==> src/rtl/fifo_stream_reader.sv <==
// fifo_stream_reader
// Drains a synchronous FIFO whose read data appears one cycle after the read
// strobe and presents the words on a ready/valid stream. A 2-entry buffer
// (head/tail) absorbs the read latency so that a consumer holding ready high
// receives one word per cycle. Reads are only issued when the word they return
// is guaranteed a free buffer slot, so the buffer can never overflow.

module fifo_stream_reader #(
    parameter int WIDTH     = 8,
    parameter int CNT_WIDTH = 16
) (
    input  logic                 clk,
    input  logic                 rst,
    output logic                 fifo_rd_en,
    input  logic [WIDTH-1:0]     fifo_dout,
    input  logic                 fifo_empty,
    output logic [WIDTH-1:0]     data_out,
    output logic                 data_out_valid,
    input  logic                 data_out_ready,
    output logic [CNT_WIDTH-1:0] words_sent,
    output logic                 idle
);

    // Buffer occupancy, encoded so the state value equals the word count.
    typedef enum logic [1:0] {
        OCC_EMPTY = 2'd0,
        OCC_ONE   = 2'd1,
        OCC_FULL  = 2'd2
    } occ_t;

    occ_t             occ;
    occ_t             occ_next;
    logic             pending;
    logic             pop;
    logic [2:0]       fill;
    logic [WIDTH-1:0] head;
    logic [WIDTH-1:0] tail;

    // Occupancy register plus the read-in-flight flag.
    always_ff @(posedge clk or negedge rst) begin
        if (!rst) begin
            occ     <= OCC_EMPTY;
            pending <= 1'b0;
        end else begin
            occ     <= occ_next;
            pending <= fifo_rd_en;
        end
    end

    // Handshake detection, read issue and next occupancy; fill counts words held
    // after this edge including the one already in flight.
    always_comb begin
        pop        = data_out_valid & data_out_ready;
        fill       = {1'b0, occ} + {2'b00, pending} - {2'b00, pop};
        fifo_rd_en = rst & ~fifo_empty & (fill < 3'd2);
        occ_next   = occ_t'(fill[1:0]);
    end

    // Buffer data movement: arriving words go to the first free slot after any
    // pop, and a pop from a full buffer shifts the tail forward into the head.
    always_ff @(posedge clk or negedge rst) begin
        if (!rst) begin
            head <= '0;
            tail <= '0;
        end else if (pending) begin
            if ((occ == OCC_EMPTY) || ((occ == OCC_ONE) && pop)) begin
                head <= fifo_dout;
            end else if (occ == OCC_ONE) begin
                tail <= fifo_dout;
            end else begin
                head <= tail;
                tail <= fifo_dout;
            end
        end else if (pop && (occ == OCC_FULL)) begin
            head <= tail;
        end
    end

    // Completed-handshake counter, wrapping silently at its width.
    always_ff @(posedge clk or negedge rst) begin
        if (!rst) begin
            words_sent <= '0;
        end else if (pop) begin
            words_sent <= words_sent + {{(CNT_WIDTH-1){1'b0}}, 1'b1};
        end
    end

    assign data_out       = head;
    assign data_out_valid = (occ != OCC_EMPTY);
    assign idle           = (occ == OCC_EMPTY) & ~pending & fifo_empty;

endmodule
==> config.mk <==
export PLATFORM = sky130hd
export DESIGN_NAME = fifo_stream_reader
export DESIGN_NICKNAME = d
export VERILOG_FILES = /design/src/rtl/fifo_stream_reader.sv
export SDC_FILE = /design/constraint.sdc
export NUM_CORES = 1
export LEC_CHECK = 0
export BUFFER_PORTS_ARGS = -buffer_cell sky130_fd_sc_hd__buf_2
export CAP_MARGIN = 20
export CORE_MARGIN = 3
export CORE_UTILIZATION = 56
export CTS_CLUSTER_SIZE = 16
export DETAILED_ROUTE_END_ITERATION = 7
export PLACE_DENSITY_LB_ADDON = 0.15
export SLEW_MARGIN = 0
export SYNTH_ARGS = -nofsm -noshare
export SYNTH_HDL_FRONTEND = slang
export SYNTH_SLANG_ARGS = --single-unit
export TNS_END_PERCENT = 1
==> constraint.sdc <==
create_clock -name clk -period 6.45 [get_ports clk]
set_input_delay 0.9675 -clock clk [delete_from_list [all_inputs] [get_ports clk]]
set_output_delay 0.9675 -clock clk [all_outputs]
set_load 0.05 [all_outputs]
* Word level (Yosys, flattened, before mapping)
Cells that the tools add are included.
** Word-level totals
- Flip-flop bits (word level) :: 35
- Bits of input ports :: 12
- Output and inout bits :: 27
- Word-level logic and storage cells :: 32
** Operators by class
- $add $sub $neg :: 3
- $lt $le $gt $ge :: 1
- Equal/unequal tests :: 3
- Muxes and demuxes :: 4
- Bitwise operators :: 8
- Reduce and logical (&&, ||, !) cells :: 8
** Operator list (number)
- 2-to-1 mux 8 bit :: 4
- adder 16 x 1 -> 16 bit, second input constant :: 1
- bitwise AND 1 bit :: 5
- AND reduction 2 bit :: 2
- nonzero test 2 bit :: 2
- adder 2 x 1 -> 3 bit :: 1
- < comparator 3 x 2 -> 1 bit, second input constant :: 1
- != test 3 x 2 -> 1 bit, second input constant :: 1
- inverter 1 bit :: 3
- subtractor 3 x 1 -> 3 bit :: 1
- == test 2 x 1 -> 1 bit, second input constant :: 1
- == test 2 bit, second input constant :: 1
- logical AND 1 bit :: 2
- logical NOT 2 bit :: 1
- logical OR 1 bit :: 1

* Logic depth before layout (Yosys ltp)
- Word-level depth :: 6
- Gate-level depth with buffers :: 9
- Depth with buffers taken out :: 8

* Worst setup path before layout
Ideal clock, no wire load.
- Path type :: register to output
- Start point :: reg occ[1]
- End point :: out fifo_rd_en
- Data arrival time :: 3.930 ns
- Required time :: 5.483 ns
- Setup slack :: 1.552 ns
- Stages on the path, launching flop included :: 10
- Path buffers :: 1
- Cell sequence :: dfrtp_1 > or2_1 > and2_1 > clkbuf_2 > ha_1 > inv_1 > ha_1 > fa_1 > xnor2_1 > nor4b_1
** On the way
- Cells in the longest elaborated chain, start to end :: 5
- Elaborated cells on any way between the ends :: 6
- Those cells by class :: 2 x add/sub; 1 x order compare; 2 x bitwise; 1 x reduce/logical
** Ends and longest elaborated chain
- start, declared :: RTL line 31 : occ_t occ;
- start signal, assigned :: RTL line 45 : occ <= occ_next;
- nonzero test 2 bit :: RTL line 89 : assign data_out_valid = (occ != OCC_EMPTY);
- via data_out_valid :: RTL line 18 : output logic data_out_valid,
- bitwise AND 1 bit :: RTL line 53 : pop = data_out_valid & data_out_ready;
- via pop :: RTL line 34 : logic pop;
- subtractor 3 x 1 -> 3 bit :: RTL line 54 : fill = {1'b0, occ} + {2'b00, pending} - {2'b00, pop};
- < comparator 3 x 2 -> 1 bit :: RTL line 55 : fifo_rd_en = rst & ~fifo_empty & (fill < 3'd2);
- bitwise AND 1 bit :: RTL line 55
- end, declared :: RTL line 14 : output logic fifo_rd_en,
The timed path passes the listed nets, and every way through them passes these cells.

* Worst setup path in the final report
- Start point :: reg occ[1]
- End point :: out fifo_rd_en
** On the way
- Cells in the longest elaborated chain, start to end :: 5
- Elaborated cells on any way between the ends :: 6
- Those cells by class :: 2 x add/sub; 1 x order compare; 2 x bitwise; 1 x reduce/logical
** Ends and longest elaborated chain (RTL line)
- branches (longest 2 deep; another with adder 2 x 1 -> 3 bit)
- subtractor 3 x 1 -> 3 bit * :: 54
- < comparator 3 x 2 -> 1 bit * :: 55
- bitwise AND 1 bit * :: 55
Mark *: on every way between the ends.

==> run summary <==
Outcome = completed
Pwr Density = 510 mW/mm^2
Commonest non-fill, non-tap cell in the layout = buf_2
CTS max path bufs = 2
VDD IR-drop max = 0.413 mV
Post-layout total power = 0.961 mW
Setup TNS = 0 ns
Mapped cell area = 0.00162 mm^2
IO Pins = 39
Critical path peak fanout = 5
Leak = 0.964 nW
Die ar. = 0.00358 mm^2
PortBufs = 38
Fin crit period = 4.05 ns
Worst-Margin Slew = 0.755 ns
Core Region = 0.00261 mm^2
Cell variety after synth = 26
1st-iter DRT viols = 16
Cell mode on critical path = ha_1
Kind of critical path = reg -> out
Ys Warns = 0
Critical path required time = 5.48 ns
Total gr overflow = 0
Total CTS buffers = 5
CTS tree = yes
Slew headroom = 49.7%
Nets = 178
Cell Count, Final, Fillers Out = 191
DP HPWL = 2180 um
Routed WL = 2900 um
Synth Net Count = 134
GRT Overall Usage = 19.0%
Unrepaired setup endpoints after global routing = false
Die width = 59.8 um
WP buf/inv = 2
Number of global-route vias before repair = 1,075
Dpl cells = 185
Max cap viols = 0
Gpl congestion = 0.752
Antenna violations before repair = 0
Wirelength per Cell = 15.2 um
Crit path capture type = output port
Post-CTS Setup Repair Bufs = 0
Slowest stage cell, crit path = dfrtp_1
Clk slew on worst S/H paths = 0.09 ns
Final period utilization = 62.9%
Sequential cell area fraction in the yosys report = 54.0%
Post-Syn Area per Cell = 13.7 um^2
Vias = 1,063
Initial core utilization = 62.1%
Post-CTS Hold Buffers = 0
Worst Hold Class = reg -> reg
# H-tree levels = 2
Global-route wire length before repair = 4880 um
CP cell instances = or2_1, and2_1, ha_1, inv_1, ha_1, fa_1, xnor2_1, nor4b_1, buf_2
Vias/cell = 5.57
Residual DRC count = 0
Critical Path Source Type = register
Clk_lat worst skew = 0.33 ns
Clk_skew = 0.00660 ns
Place WS = 2.41 ns
Commonest cells after routing, fill and taps aside = buf_2 (38), dfrtp_1 (35), mux2_2 (24), xnor2_1 (9), xor2_1 (7)
Area Overhead vs Synth = 16.3%
FP Rows = 18
Post-detailed-route count of antenna-violating nets = 0
Root Driver = clkbuf_4
Post-Synthesis Cells = 118
Final Max Slew Viols = 0
CP delay by family, top = simple AND/OR/NAND/NOR gates
Final hold vios = 0
Worst EP arrival = 3.09 ns
CP max stage delay = 0.48 ns
Share of layout cells above drive strength 1 = 46.6%
Clock sink count = 35
Setup violators final = 0
Die Height = 59.8 um
Max frequency = 247 MHz
Post-cts resize count = 0
Largest net degree at the start of global routing = 37
Initial DRT Pass Iterations = 4
PnR worst setup slack = 2.40 ns
N_diodes = 0
Register bit total from synthesis = 35
[per-stage QoR]
| step | hold WS [ns] | cell area [um^2] | util (%) |
|---|---|---|---|
| 6_report | 0.466 | 1890 | 72.2 |
| 5_1_grt | 0.498 | 1890 | 72.2 |
| 4_1_cts | 0.474 | 1890 | 72.2 |
| 3_5_place_dp | 0.462 | 1840 | 70.6 |
| 3_3_place_gp | 0.455 | 1840 | 70.6 |
| 2_1_floorplan | 0.474 | 1620 | - |
[flip-flops by register name, indices dropped and copies added (netlist names)]
register	count
pending	1
data_out	8
occ	2
words_sent	16
tail	8
[per-layer routing]
layer  part of all wire, %  routed length [um]  global-route usage [%]  vias up
met5                     0                   0                       0        -
met4                   2.0                  57                    7.91        0
met3                   8.0                 231                    8.64        9
met2                    51                1490                    31.0       36
met1                    39                1120                    21.5      516
li1                      -                   -                       -      502
[cells by family (layout without fill, tap and decap cells)]
group | Yosys count | count (layout) | synth area share, %
AO/OA/AOI/OAI | 5 | 5 | 4.24
flip-flops | 35 | 35 | 54.0
multiplexers | 25 | 25 | 17.6
adder cells (fa/ha/maj) | 4 | 4 | 3.55
XOR/XNOR | 16 | 16 | 8.64
AND/OR/NAND/NOR | 26 | 26 | 10.3
buffers and inverters | 7 | 50 | 1.70
[where the power goes]
part,internal [mW],switching (mW),leakage [nW],total (mW)
Sequential,0.300,0.0661,0.445,0.366
Clock,0.0387,0.0632,0.0242,0.102
Combinational,0.178,0.316,0.495,0.493
[cell usage after synthesis]
cell type  number  share of area, %
nor3_1          1              0.31
xnor2_1         9               4.9
ha_1            3               2.3
o211ai_4        2               2.6
dfrtp_1        35                54
inv_2           1              0.23
nor4_4          1               1.3
nand2_1         5               1.2
nand4_1         5               1.9
and2_1          2              0.77
nor3b_1         1              0.46
and3_1          2              0.77
o21ai_2         1              0.54
mux2_4          1              0.93
inv_1           5               1.2
xor2_1          7               3.8
fa_1            1               1.2
clkbuf_2        1              0.31
mux2_2         24                17
o22ai_2         1              0.77
or2_1           1              0.39
nor2_1          3              0.69
a21oi_1         1              0.31
nand3_1         3              0.93
nor4b_1         1              0.54
nor3_4          1               1.0
[worst paths after layout]
| path | to | start | slack, ns | cells past startpoint |
|---|---|---|---|---|
| max | fifo_rd_en | occ[1]$_DFF_PN0_ | 2.40 | 9 |
| min | words_sent[15]$_DFFE_PN0P_ | words_sent[15]$_DFFE_PN0P_ | 0.47 | 1 |
| max reg2reg | pending$_DFF_PN0_ | occ[1]$_DFF_PN0_ | 3.90 | 8 |
| min reg2reg | words_sent[15]$_DFFE_PN0P_ | words_sent[15]$_DFFE_PN0P_ | 0.47 | 1 |
| max in group asynchronous | tail[6]$_DFFE_PN0P_ | rst | 5.27 | 1 |
| min in group asynchronous | words_sent[5]$_DFFE_PN0P_ | rst | 0.69 | 1 |
[layout make-up]
type | count | area [um^2]
Clock buffer | 6 | 41.3
Multi-Input combinational cell | 76 | 718
Fill cell | 203 | 727
Timing Repair Buffer | 38 | 190
Inverter | 6 | 22.5
Sequential cell | 35 | 876
Tap cell | 30 | 37.5
No activity file was read; power rests on OpenSTA's default activity.
